<file path="src/rtl/branch_target_buffer.sv">
// Direct-mapped branch target buffer with 2-bit saturating direction counters.
// Optional statistics counters (lookups_o, hits_o) are built when BTB_STATS_EN is defined.
module branch_target_buffer #(
    parameter int ENTRIES = 16
) (
    input  logic        CLK,
    input  logic        nRST,
    input  logic [31:0] pc_i,
    input  logic        lookup_en_i,
    output logic [31:0] npc_o,
    output logic        pred_taken_o,
    output logic [31:0] pred_target_o,
    input  logic        upd_valid_i,
    input  logic [31:0] upd_pc_i,
    input  logic        upd_taken_i,
    input  logic [31:0] upd_target_i,
    input  logic        flush_i
`ifdef BTB_STATS_EN
    ,
    output logic [31:0] lookups_o,
    output logic [31:0] hits_o
`endif
);

    localparam int IDXW = $clog2(ENTRIES);
    localparam int TAGW = 30 - IDXW;

    logic            valid_reg  [ENTRIES];
    logic [TAGW-1:0] tag_reg    [ENTRIES];
    logic [31:0]     target_reg [ENTRIES];
    logic [1:0]      ctr_reg    [ENTRIES];

    logic [IDXW-1:0] look_idx;
    logic [TAGW-1:0] look_tag;
    logic            look_hit;
    logic [IDXW-1:0] upd_idx;
    logic [TAGW-1:0] upd_tag;
    logic            upd_hit;

    assign look_idx = pc_i[IDXW+1:2];
    assign look_tag = pc_i[31:IDXW+2];
    assign look_hit = valid_reg[look_idx] && (tag_reg[look_idx] == look_tag);

    assign upd_idx  = upd_pc_i[IDXW+1:2];
    assign upd_tag  = upd_pc_i[31:IDXW+2];
    assign upd_hit  = valid_reg[upd_idx] && (tag_reg[upd_idx] == upd_tag);

    // Purely combinational prediction; reset clears valid bits so outputs fall back to pc+4.
    always_comb begin
        pred_taken_o  = look_hit && ctr_reg[look_idx][1];
        pred_target_o = look_hit ? target_reg[look_idx] : 32'd0;
        npc_o         = pred_taken_o ? pred_target_o : (pc_i + 32'd4);
    end

    generate
        for (genvar gi = 0; gi < ENTRIES; gi++) begin : g_entry
            logic sel;
            assign sel = upd_valid_i && (upd_idx == IDXW'(gi));

            always_ff @(posedge CLK or negedge nRST) begin
                if (!nRST) begin
                    valid_reg[gi]  <= 1'b0;
                    tag_reg[gi]    <= '0;
                    target_reg[gi] <= 32'd0;
                    ctr_reg[gi]    <= 2'b01;
                end else if (flush_i) begin
                    // Flush wins over any same-cycle update; only valid bits are cleared.
                    valid_reg[gi] <= 1'b0;
                end else if (sel) begin
                    if (upd_hit) begin
                        if (upd_taken_i) begin
                            target_reg[gi] <= upd_target_i;
                            if (ctr_reg[gi] != 2'b11) ctr_reg[gi] <= ctr_reg[gi] + 2'b01;
                        end else if (ctr_reg[gi] != 2'b00) begin
                            ctr_reg[gi] <= ctr_reg[gi] - 2'b01;
                        end
                    end else if (upd_taken_i) begin
                        valid_reg[gi]  <= 1'b1;
                        tag_reg[gi]    <= upd_tag;
                        target_reg[gi] <= upd_target_i;
                        ctr_reg[gi]    <= 2'b10;
                    end
                end
            end
        end
    endgenerate

`ifdef BTB_STATS_EN
    logic [31:0] lookups_reg;
    logic [31:0] hits_reg;

    // Statistics survive flushes; only reset clears them.
    always_ff @(posedge CLK or negedge nRST) begin
        if (!nRST) begin
            lookups_reg <= 32'd0;
            hits_reg    <= 32'd0;
        end else if (lookup_en_i) begin
            lookups_reg <= lookups_reg + 32'd1;
            if (look_hit) hits_reg <= hits_reg + 32'd1;
        end
    end

    assign lookups_o = lookups_reg;
    assign hits_o    = hits_reg;

    logic unused_bits;
    assign unused_bits = ^{pc_i[1:0], upd_pc_i[1:0]};
`else
    logic unused_bits;
    assign unused_bits = ^{pc_i[1:0], upd_pc_i[1:0], lookup_en_i};
`endif

endmodule

</file>
<file path="config.mk">
export PLATFORM = sky130hd
export DESIGN_NAME = branch_target_buffer
export DESIGN_NICKNAME = d
export VERILOG_FILES = /design/src/rtl/branch_target_buffer.sv
export SDC_FILE = /design/constraint.sdc
export NUM_CORES = 2
export LEC_CHECK = 0
export ABC_AREA = 1
export CELL_PAD_IN_SITES_DETAIL_PLACEMENT = 1
export CELL_PAD_IN_SITES_GLOBAL_PLACEMENT = 1
export CORE_MARGIN = 2
export CORE_UTILIZATION = 28
export DETAILED_ROUTE_END_ITERATION = 6
export PLACE_DENSITY_LB_ADDON = 0.1
export SLEW_MARGIN = 10
export SYNTH_ARGS = -nofsm -noshare
export SYNTH_HDL_FRONTEND = slang
export SYNTH_SLANG_ARGS = --single-unit
</file>
<file path="constraint.sdc">
create_clock -name CLK -period 3.55 [get_ports CLK]
set_clock_uncertainty 0.1 [all_clocks]
set_input_delay 0.5325 -clock CLK [delete_from_list [all_inputs] [get_ports CLK]]
set_output_delay 0.5325 -clock CLK [all_outputs]
set_load 0.01 [all_outputs]
</file>
==> impl_metrics.env <==
export IMPL_yosysSeqAreaShare_pct=47.4
export IMPL_rows=157
export IMPL_hp_class="input pin to asynchronous set/reset pin"
export IMPL_grt_use_total_pct=26.0
export IMPL_synth_cell_type_count=44
export IMPL_cts_tree="done"
export IMPL_fmax_ghz=0.246
export IMPL_grt_max_degree=135
export IMPL_antenna_found_initial=4
export IMPL_crit_chain="buf_8 > inv_8 > buf_12 > buf_12 > buf_4 > a21oi_1 > o21ai_0 > nand3_1 > nand3_1 > nand3_1 > and3_1 > nand3b_1 > nor2_1 > nand2_1 > nor2_4 > buf_12 > inv_12 > buf_16 > buf_8 > nor2_1 > buf_2"
export IMPL_rsz0062_at_grt="true"
export IMPL_r2r_worst_path_cells=23
export IMPL_grt_remaining_overflow=0
export IMPL_clk_pin_slew_worst_paths_ps=50
export IMPL_p_comb_share_pct=18.4
export IMPL_critPathTopFamily="buffers and inverters"
export IMPL_vias=51425
export IMPL_crit_cells=21
export IMPL_p_sw_share_pct=30.2
export IMPL_path_buf_inv=10
export IMPL_synth_top_family_by_area="simple AND/OR/NAND/NOR gates"
export IMPL_portBuffers=163
export IMPL_cpPeakStageDelay_ps=250
export IMPL_grt_pass1_wl_um=363000
export IMPL_die_area_um2=188000
export IMPL_synthXorXnorAreaFrac_pct=0.747
export IMPL_pwr_share_clk_pct=40.8
export IMPL_p_int_mw=23.1
export IMPL_total_power_mw=33.1
export IMPL_ys_warn_count=0
export IMPL_peakVddDrop_v=0.000512
export IMPL_drtAntennaViolNets=0
export IMPL_grt_pass1_vias=52680
export IMPL_switchingPower_mw=9.98
export IMPL_cellPowerDensity_nw_per_um2=488
export IMPL_setup_ws_ps=-516
export IMPL_synth_simple_area_share_pct=25.2
export IMPL_fin_util_pct=37.0
export IMPL_start_util_pct=28.2
export IMPL_maxSlewViolCount=0
export IMPL_route_detailed_drc=0
export IMPL_synthAdderAreaFrac_pct=0.0243
export IMPL_synth_nets=7163
export IMPL_critical_path_startpoint_type="input pin"
export IMPL_drtIter0Drc=3125
export IMPL_crit_fanout=34
export IMPL_dpl_hpwl_um=165000
export IMPL_synthCells=7060
export IMPL_cts_inserted_buffers=132
export IMPL_layout_common_cells="2568 x nand2_1, 1027 x o21ai_0, 960 x dfrtp_1"
export IMPL_synth_compound_area_share_pct=19.6
export IMPL_cts_htree_levels=4
export IMPL_clock_sinks=976
export IMPL_power_leakage_nw=31.6
export IMPL_worst_slew_pin_slew_ps=917
export IMPL_layout_nets=7740
export IMPL_wl_per_cell_um=24.0
export IMPL_ys_seq_elements=976
export IMPL_largest_register_ff_count=512
export IMPL_violations="setup timing"
export IMPL_insertion_delay_ps=800
export IMPL_clock_path_buffers=3
export IMPL_async_flop_share_pct=100
export IMPL_synth_avg_cell_area_um2=7.31
export IMPL_place_gp_congestion=0.899
export IMPL_end_kind="output port"
export IMPL_slew_headroom_pct=38.5
export IMPL_synthMuxAreaShare_pct=0
export IMPL_syn_area_um2=51600
export IMPL_synth_ff_type="dfrtp_1"
export IMPL_coreArea_um2=183000
export IMPL_cp_arrival_ps=3430
export IMPL_period_needed_ps=4070
export IMPL_synth_edff_count=0
export IMPL_final_hold_viol_count=0
export IMPL_worst_ep_required_time_ps=2920
export IMPL_slowest_stage="nand3_1"
export IMPL_die_w_um=433
export IMPL_drive_above_1_share_pct=17.4
export IMPL_maxCapViolCount=0
export IMPL_timing_final_crit_share_pct=115
export IMPL_syn2layout_area_growth_pct=31.4
export IMPL_final_setup_viol_count=65
export IMPL_drt_first_pass_iters=7
export IMPL_layout_commonest_cell="nand2_1"
export IMPL_ios=167
export IMPL_seq_power_share_pct=40.8
export IMPL_die_h_um=433
export IMPL_drt_total_wl_um=245000
export IMPL_status="complete, but fails checks"
export IMPL_vias_per_cell=5.04
export IMPL_worstSetupPathType="input pin to output port"
export IMPL_cts_root_buf="clkbuf_16"
==> area by class of cell <==
| cell class | count | area [µm²] |
|---|---|---|
| antenna | 4 | 10.0 |
| clock buffer | 184 | 3770 |
| clock inverter | 40 | 495 |
| fill | 21976 | 115000 |
| inverter | 350 | 1350 |
| multi-input combinational | 5202 | 24600 |
| sequential | 976 | 24400 |
| tap | 2464 | 3080 |
| timing repair buffer | 975 | 10100 |
==> through the flow <==
| step | hold slack [ps] | setup WS [ps] | TNS, ps | instances | cell area, µm² |
|---|---|---|---|---|---|
| 2_1_floorplan | 137 | 176 | 0 | 7060 | 51600 |
| 3_3_place_gp | 362 | -1210 | -260890 | 9931 | 61900 |
| 3_5_place_dp | 368 | -1190 | -272650 | 9931 | 61900 |
| 4_1_cts | 114 | -599 | -32080 | 10182 | 67100 |
| 5_1_grt | 153 | -701 | -38920 | 10194 | 67800 |
| 6_report | 168 | -516 | -28120 | 10195 | 67800 |
==> power by group through the flow <==
stage | combinational [mW] | sequential [mW] | clock, mW
global route | 6.81 | 13.7 | 14.3
CTS | 6.07 | 13.5 | 13.9
finish | 6.07 | 13.5 | 13.5
global placement | 5.86 | 13.6 | 0
floorplan | 3.07 | 13.4 | 0
detailed placement | 5.98 | 13.6 | 0
==> worst paths after layout <==
path	slack, ps	to	start
setup / recovery	-520	pred_target_o[15]	pc_i[2]
hold / removal	170	tag_reg[188]	nRST
setup reg to reg	520	ctr_reg[18]	tag_reg[342]
hold reg to reg	380	target_reg[236]	target_reg[236]
max in group asynchronous	2010	target_reg[63]	nRST
min in group CLK	380	target_reg[236]	target_reg[236]
==> kinds of logic (layout without fill, tap and decap cells) <==
kind of cell | count (synthesis) | after routing
AOI/OAI and AO/OA | 1857 | 1857
and+or+nand+nor | 3300 | 3300
DFF | 976 | 976
xor gates and xnor gates | 44 | 44
buffers and inverters | 882 | 1549
other | 0 | 4
adders and majority gates | 1 | 1
==> repair_timing <==
| item | CTS | global route |
|---|---|---|
| endpoints found under the hold margin | 130 | 0 |
| endpoints found under the setup margin | 65 | 77 |
| resized for setup | 486 | 177 |
| hold buffers | 1 | 0 |
| pin swaps | 42 | 39 |
| setup buffers | 23 | 13 |
| gates cloned | 7 | 1 |
==> cell usage after synthesis (20+ instances only) <==
| cell type | number | area, µm² |
|---|---|---|
| inv_2 | 22 | 82.6 |
| o21a_1 | 64 | 480 |
| a22oi_1 | 70 | 526 |
| o211ai_1 | 34 | 255 |
| o21ai_0 | 1062 | 5320 |
| buf_4 | 28 | 210 |
| a31oi_1 | 20 | 125 |
| a32o_1 | 49 | 490 |
| dfrtp_1 | 960 | 24000 |
| nand2_1 | 2660 | 9980 |
| buf_1 | 39 | 146 |
| o21ai_1 | 193 | 966 |
| a21oi_1 | 310 | 1550 |
| buf_2 | 145 | 726 |
| clkbuf_1 | 319 | 1200 |
| nor2_1 | 332 | 1250 |
| nand4_1 | 72 | 450 |
| nand3_1 | 172 | 861 |
| inv_1 | 323 | 1210 |
| xor2_1 | 39 | 342 |
==> layer usage <==
metal  up-vias  GRT usage (%)  part of all wire, %
met2       865           45.1                   49
li1      24291              -                    -
met3       361           2.71                  2.8
met5         -              0                    0
met4         0           10.6                  4.2
met1     25908           33.1                   44
Power figures use the tool's default switching activity.
